File: src/rtl/mem_port_arbiter_if.sv
// Bundle of the two requester ports and the shared memory port of mem_port_arbiter.
// Ports: requester side (inputReq*/inputAddr*/inputWdata*/inputWnR*, outputAck*/outputRdata/outputError)
//        memory side (memSelect/memWnR/memAddress/memWdata out, memRdata/memValid in).
interface mem_port_arbiter_if;
    // requester port 0 (instruction fetch)
    logic        inputReq0;
    logic [15:0] inputAddr0;
    logic [15:0] inputWdata0;
    logic        inputWnR0;
    // requester port 1 (data)
    logic        inputReq1;
    logic [15:0] inputAddr1;
    logic [15:0] inputWdata1;
    logic        inputWnR1;
    // completion back to requesters
    logic        outputAck0;
    logic        outputAck1;
    logic [15:0] outputRdata;
    logic        outputError;
    // shared memory port
    logic        memSelect;
    logic        memWnR;
    logic [15:0] memAddress;
    logic [15:0] memWdata;
    logic [15:0] memRdata;
    logic        memValid;

    // arbiter side
    modport slave (
        input  inputReq0, inputAddr0, inputWdata0, inputWnR0,
        input  inputReq1, inputAddr1, inputWdata1, inputWnR1,
        input  memRdata, memValid,
        output outputAck0, outputAck1, outputRdata, outputError,
        output memSelect, memWnR, memAddress, memWdata
    );

    // requester/memory side
    modport master (
        output inputReq0, inputAddr0, inputWdata0, inputWnR0,
        output inputReq1, inputAddr1, inputWdata1, inputWnR1,
        output memRdata, memValid,
        input  outputAck0, outputAck1, outputRdata, outputError,
        input  memSelect, memWnR, memAddress, memWdata
    );
endinterface

File: src/rtl/mem_port_arbiter.sv
// Round-robin arbiter of two requesters onto one 16-bit memory port, one access at a time, with timeout.
// Latency: grant 1 cycle after req; ack 1 cycle after memValid (or after TIMEOUT_CYCLES busy cycles); 1 dead cycle after ack.
// Backpressure: requests are level-held until ack; new requests are only sampled in IDLE, so the loser simply waits.
// Ports: clk, rstn (async active-low), bus (mem_port_arbiter_if.slave: requester ports 0/1 and memory port).
module mem_port_arbiter #(
    parameter int TIMEOUT_CYCLES = 15,
    parameter int CNT_W          = 4
) (
    input  logic                clk,
    input  logic                rstn,
    mem_port_arbiter_if.slave   bus
);

    localparam logic [CNT_W-1:0] CNT_LAST = CNT_W'(TIMEOUT_CYCLES - 1);

    typedef enum logic [1:0] {
        ST_IDLE,
        ST_BUSY,
        ST_DONE
    } state_t;

    state_t             state_q,      state_d;
    logic               last_grant_q, last_grant_d;  // also selects which ack fires
    logic [CNT_W-1:0]   cnt_q,        cnt_d;
    logic               mem_select_q, mem_select_d;
    logic               mem_wnr_q,    mem_wnr_d;
    logic [15:0]        mem_addr_q,   mem_addr_d;
    logic [15:0]        mem_wdata_q,  mem_wdata_d;
    logic               ack0_q,       ack0_d;
    logic               ack1_q,       ack1_d;
    logic               error_q,      error_d;
    logic [15:0]        rdata_q,      rdata_d;

    logic               any_req;
    logic               winner;

    always_comb begin
        any_req = bus.inputReq0 | bus.inputReq1;
        // On a tie the port that did not win last time goes; otherwise the lone requester.
        winner  = (bus.inputReq0 & bus.inputReq1) ? ~last_grant_q : bus.inputReq1;

        state_d      = state_q;
        last_grant_d = last_grant_q;
        cnt_d        = cnt_q;
        mem_select_d = mem_select_q;
        mem_wnr_d    = mem_wnr_q;
        mem_addr_d   = mem_addr_q;
        mem_wdata_d  = mem_wdata_q;
        ack0_d       = 1'b0;
        ack1_d       = 1'b0;
        error_d      = 1'b0;
        rdata_d      = rdata_q;

        case (state_q)
            ST_IDLE: begin
                // A memValid seen here belongs to no access of ours; hold off one cycle.
                if (any_req && !bus.memValid) begin
                    last_grant_d = winner;
                    mem_addr_d   = winner ? bus.inputAddr1  : bus.inputAddr0;
                    mem_wdata_d  = winner ? bus.inputWdata1 : bus.inputWdata0;
                    mem_wnr_d    = winner ? bus.inputWnR1   : bus.inputWnR0;
                    mem_select_d = 1'b1;
                    cnt_d        = '0;
                    state_d      = ST_BUSY;
                end
            end
            ST_BUSY: begin
                // A response arriving on the timeout cycle still counts as a good completion.
                if (bus.memValid) begin
                    mem_select_d = 1'b0;
                    ack0_d       = ~last_grant_q;
                    ack1_d       = last_grant_q;
                    rdata_d      = mem_wnr_q ? 16'h0000 : bus.memRdata;
                    state_d      = ST_DONE;
                end else if (cnt_q == CNT_LAST) begin
                    mem_select_d = 1'b0;
                    ack0_d       = ~last_grant_q;
                    ack1_d       = last_grant_q;
                    error_d      = 1'b1;
                    rdata_d      = 16'h0000;
                    state_d      = ST_DONE;
                end else begin
                    cnt_d = cnt_q + 1'b1;
                end
            end
            ST_DONE: begin
                // Gives the winner the ack edge to drop its request before we sample again.
                state_d = ST_IDLE;
            end
            default: begin
                state_d = ST_IDLE;
            end
        endcase
    end

    always_ff @(posedge clk or negedge rstn) begin
        if (!rstn) begin
            state_q      <= ST_IDLE;
            last_grant_q <= 1'b1;
            cnt_q        <= '0;
            mem_select_q <= 1'b0;
            mem_wnr_q    <= 1'b0;
            mem_addr_q   <= 16'h0000;
            mem_wdata_q  <= 16'h0000;
            ack0_q       <= 1'b0;
            ack1_q       <= 1'b0;
            error_q      <= 1'b0;
            rdata_q      <= 16'h0000;
        end else begin
            state_q      <= state_d;
            last_grant_q <= last_grant_d;
            cnt_q        <= cnt_d;
            mem_select_q <= mem_select_d;
            mem_wnr_q    <= mem_wnr_d;
            mem_addr_q   <= mem_addr_d;
            mem_wdata_q  <= mem_wdata_d;
            ack0_q       <= ack0_d;
            ack1_q       <= ack1_d;
            error_q      <= error_d;
            rdata_q      <= rdata_d;
        end
    end

    assign bus.memSelect   = mem_select_q;
    assign bus.memWnR      = mem_wnr_q;
    assign bus.memAddress  = mem_addr_q;
    assign bus.memWdata    = mem_wdata_q;
    assign bus.outputAck0  = ack0_q;
    assign bus.outputAck1  = ack1_q;
    assign bus.outputError = error_q;
    assign bus.outputRdata = rdata_q;

endmodule
File: src/flat_wrapper.sv
// flat-port wrapper written by rule: the top's interface ports become plain ports
module mem_port_arbiter_flat 
#(
    parameter int TIMEOUT_CYCLES = 15,
    parameter int CNT_W          = 4
)
  (clk, rstn, bus_inputReq0, bus_inputAddr0, bus_inputWdata0, bus_inputWnR0, bus_inputReq1, bus_inputAddr1, bus_inputWdata1, bus_inputWnR1, bus_memRdata, bus_memValid, bus_outputAck0, bus_outputAck1, bus_outputRdata, bus_outputError, bus_memSelect, bus_memWnR, bus_memAddress, bus_memWdata);
  mem_port_arbiter_if bus_i ();
  input  logic clk;
  input  logic rstn;
  input wire logic [$bits(bus_i.inputReq0)-1:0] bus_inputReq0;
  input wire logic [$bits(bus_i.inputAddr0)-1:0] bus_inputAddr0;
  input wire logic [$bits(bus_i.inputWdata0)-1:0] bus_inputWdata0;
  input wire logic [$bits(bus_i.inputWnR0)-1:0] bus_inputWnR0;
  input wire logic [$bits(bus_i.inputReq1)-1:0] bus_inputReq1;
  input wire logic [$bits(bus_i.inputAddr1)-1:0] bus_inputAddr1;
  input wire logic [$bits(bus_i.inputWdata1)-1:0] bus_inputWdata1;
  input wire logic [$bits(bus_i.inputWnR1)-1:0] bus_inputWnR1;
  input wire logic [$bits(bus_i.memRdata)-1:0] bus_memRdata;
  input wire logic [$bits(bus_i.memValid)-1:0] bus_memValid;
  output wire logic [$bits(bus_i.outputAck0)-1:0] bus_outputAck0;
  output wire logic [$bits(bus_i.outputAck1)-1:0] bus_outputAck1;
  output wire logic [$bits(bus_i.outputRdata)-1:0] bus_outputRdata;
  output wire logic [$bits(bus_i.outputError)-1:0] bus_outputError;
  output wire logic [$bits(bus_i.memSelect)-1:0] bus_memSelect;
  output wire logic [$bits(bus_i.memWnR)-1:0] bus_memWnR;
  output wire logic [$bits(bus_i.memAddress)-1:0] bus_memAddress;
  output wire logic [$bits(bus_i.memWdata)-1:0] bus_memWdata;
  assign bus_i.inputReq0 = bus_inputReq0;
  assign bus_i.inputAddr0 = bus_inputAddr0;
  assign bus_i.inputWdata0 = bus_inputWdata0;
  assign bus_i.inputWnR0 = bus_inputWnR0;
  assign bus_i.inputReq1 = bus_inputReq1;
  assign bus_i.inputAddr1 = bus_inputAddr1;
  assign bus_i.inputWdata1 = bus_inputWdata1;
  assign bus_i.inputWnR1 = bus_inputWnR1;
  assign bus_i.memRdata = bus_memRdata;
  assign bus_i.memValid = bus_memValid;
  assign bus_outputAck0 = bus_i.outputAck0;
  assign bus_outputAck1 = bus_i.outputAck1;
  assign bus_outputRdata = bus_i.outputRdata;
  assign bus_outputError = bus_i.outputError;
  assign bus_memSelect = bus_i.memSelect;
  assign bus_memWnR = bus_i.memWnR;
  assign bus_memAddress = bus_i.memAddress;
  assign bus_memWdata = bus_i.memWdata;
  mem_port_arbiter #(.TIMEOUT_CYCLES(TIMEOUT_CYCLES), .CNT_W(CNT_W)) u_core (.clk(clk), .rstn(rstn), .bus(bus_i));
endmodule
File: config.mk
export PLATFORM = sky130hd
export DESIGN_NAME = mem_port_arbiter_flat
export DESIGN_NICKNAME = d
export VERILOG_FILES = /design/src/rtl/mem_port_arbiter_if.sv /design/src/rtl/mem_port_arbiter.sv /design/src/flat_wrapper.sv
export SDC_FILE = /design/constraint.sdc
export NUM_CORES = 1
export LEC_CHECK = 0
export CAP_MARGIN = 25
export CORE_MARGIN = 2
export CORE_UTILIZATION = 40
export CTS_CLUSTER_SIZE = 14
export DETAILED_ROUTE_END_ITERATION = 10
export PLACE_DENSITY = 0.8
export SKIP_LAST_GASP = 1
export SLEW_MARGIN = 20
export SYNTH_ARGS = -nofsm -noshare
export SYNTH_HDL_FRONTEND = slang
export SYNTH_SLANG_ARGS = --single-unit
export TNS_END_PERCENT = 30
File: constraint.sdc
create_clock -name clk -period 2.5 [get_ports clk]
set_clock_uncertainty 0.15 [all_clocks]
set_input_delay 0.5 -clock clk [delete_from_list [all_inputs] [get_ports clk]]
set_output_delay 0.5 -clock clk [all_outputs]
set_load 0.01 [all_outputs]
==> flow_summary_export.csv <==
group,metric,value,unit
clock_network,cts_setup_buffers,0,
job,maxCapViolations,0,
timing,rsz0062_at_grt,"false",
global_routing,grt_pass1_wl,10300,um
yosys,syn_avg_cell_area,15.3,sq um
power,leakage,1.97,nW
timing,slew_headroom,60.7,%
clock_network,clk_pin_slew_worst_paths,0.07,ns
die,pin_count,140,
global_routing,antenna_found_initial,0,
place,hpwl,4840,um
yosys,ys_seq_area_share,52.9,%
finish,insertedDiodeCount,0,
detailed_routing,drt_iter0_drc,64,
detailed_routing,vias_per_cell,4.75,
global_routing,grtUsageTotal,17.3,%
yosys,ys_ff_latch,60,
timing,fmax,0.505,GHz
finish,fillers,544,
worst_setup_path,crit_path_top_delay_cell,"clkdlybuf4s50_1",
power,ir_drop,0.000526,V
yosys,yosys.area.top_type,"dfrtp_1",
place,port_buffers,139,
detailed_routing,ant_nets,0,
die,die_h,88.3,um
finish,drive_above_1_share,28.1,%
timing,worstMarginPinSlew,0.590,ns
yosys,yosysMostFrequentCell,"dfrtp_1",
yosys,yosysWarnings,0,
global_routing,use_met1,20.8,%
timing,tns,0,ns
timing,fin_ws,0.521,ns
timing,min_period,1.98,ns
global_routing,busiest_layer,"met2",
detailed_routing,firstDrtPassIters,4,
clock_network,tritoncts,"yes",
power,p_total,4.57,mW
clock_network,cts_buffer_depth,2,
yosys,synth_fp_nets,275,
yosys,async_flop_share,100,%
global_routing,grt_pass1_vias,2148,
yosys,synth_edf_count,0,
finish,area_delta_synth_final,61.3,%
power,power-per-cell-area,997,nW/um^2
finish,register_area,1500,sq um
timing,setup_violations,0,
detailed_routing,drt_wl_total,6550,um
global_routing,overflow,0,
detailed_routing,drc,0,
clock_network,cts_root_buf,"clkbuf_8",
clock_network,htreeDepth,3,
die,rows,30,
yosys,synth.distinct_cells,29,
finish,nets,422,
die,design.die.area,7800,sq um
yosys,synth_ff_type,"dfrtp_1",
timing,slew_viol_final,0,
worst_hold_path,hp-class,"input pin to async pin",
global_routing,grt_max_degree,35,
yosys,synth_top_area_share,51.9,%
worst_setup_path,crit_chain,"clkdlybuf4s50_1 > a21boi_4 > buf_12 > mux2_2 > mux2_4",
clock_network,cts_buffers,9,
die,start_util,41.6,%
place,place.gp.congestion,0.771,
clock_network,postCtsHoldBufs,0,
die,coreArea,6830,sq um
worst_setup_path,crit_fanout,34,
worst_setup_path,r2r_start,"u_core.state_q[1]$_DFFE_PN0P_",
worst_setup_path,cp_top_family,"buffers and inverters",
worst_setup_path,worst-setup-path-type,"input pin to flop",
yosys,synth_cells,186,
yosys,synth_common_cells,"dfrtp_1, mux2_2, mux2_4, a22o_1, inv_1",
finish,multi_input_area,1210,sq um
timing,period_share,79.1,%
worst_setup_path,critPathCaptureType,"flop",
detailed_routing,routed-via-count,2062,
place,dp_slack,0.174,ns
clock_network,clock_latency,0.33,ns
timing,hold_viol_final,0,
worst_setup_path,arrival,2.04,ns
clock_network,clock-sinks,60,
die,fp.dieW,88.3,um
worst_setup_path,path_buf_inv,2,
worst_setup_path,cp_slowest_stage_delay,0.48,ns
yosys,yosys-top-cells-area,"dfrtp_1, mux2_4, mux2_2",
clock_network,cts_resized,0,
yosys,syn_area,2840,sq um
worst_setup_path,critPathLaunchType,"input pin",
detailed_routing,wl_per_cell,15.1,um
timing,whs,0.00268,ns
worst_setup_path,required,2.56,ns
global_routing,met3_usage,5.78,%
outcome,outcome,"finished, final reports clean",
worst_setup_path,critPathLaunch,"bus_inputReq1",
global_routing,met2_usage,29.8,%
==> final cells by class <==
class / count / share of cell area (%)
Clock buffer: 12 / 3.38
Clock inverter: 4 / 2.07
Inverter: 6 / 0.491
Multi-Input combinational cell: 110 / 26.5
Sequential cell: 60 / 32.8
Tap cell: 96 / 2.62
Timing Repair Buffer: 146 / 32.2
==> cells by family after synthesis <==
logic type,Yosys count,share of synthesized area [%]
AOI/OAI and AO/OA,24,7.00
xor gates and xnor gates,1,0.308
adders and majority gates,2,0.880
buffers and inverters,16,4.71
DFF,60,52.9
muxes,67,30.4
and+or+nand+nor,16,3.87
==> sequential cells by signal, indices dropped and copies added (netlist names), 2 cells and up <==
| register | count |
|---|---|
| u_core.bus.memWdata | 16 |
| u_core.bus.memAddress | 16 |
| u_core.cnt_q | 4 |
| u_core.state_q | 2 |
| u_core.bus.outputRdata | 16 |
==> report_power, final <==
part	switching, mW	leakage (nW)	internal [mW]
registers	0.235	0.738	1.37
clock network	0.362	0.127	0.716
logic	0.627	1.10	1.26
==> path summary, 6_finish.rpt <==
check	slack, ns	end	depth (start not counted)
worst max register to register	0.74	u_core.bus.memWdata[15]$_DFFE_PN0P_	4
worst max-delay path	0.52	u_core.bus.memAddress[5]$_DFFE_PN0P_	5
min in group clk	0.34	u_core.bus.memSelect$_DFFE_PN0P_	1
worst min register to register	0.34	u_core.bus.memSelect$_DFFE_PN0P_	1
worst min-delay path	0.003	u_core.bus.memWdata[5]$_DFFE_PN0P_	1
max in group asynchronous	1.46	u_core.bus.outputRdata[5]$_DFFE_PN0P_	2
==> worst register-to-register path, cell delays in order, from the launching register on <==
cell and delay [ns]:
dfrtp_1 0.39, or3_4 0.43, nor2_8 0.13, buf_12 0.19
mux2_2 0.35
==> layout by cell type, fill, tap and decap left out, types with 2 or more instances in the layout <==
cell / n
clkdlybuf4s50_1: 138
dfrtp_1: 59
mux2_2: 38
mux2_4: 29
a22o_1: 16
clkbuf_8: 11
inv_1: 6
nand3_1: 4
buf_4: 4
nor2_1: 3
bufinv_16: 3
buf_12: 3
o22ai_1: 2
ha_1: 2
==> per-layer routing <==
layer / vias up / share of wire (%)
met5: - / 0
met4: 0 / 1.4
met3: 10 / 7.6
met2: 76 / 50
met1: 1006 / 42
li1: 970 / -
==> stage by stage <==
step	instances	util (%)	area [sq um]
2_1_floorplan	186	-	2840
3_3_place_gp	418	63.5	4340
3_5_place_dp	418	63.5	4340
4_1_cts	434	67.1	4590
5_1_grt	434	67.1	4590
6_report	434	67.1	4590
No activity file was read; power rests on OpenSTA's default activity.
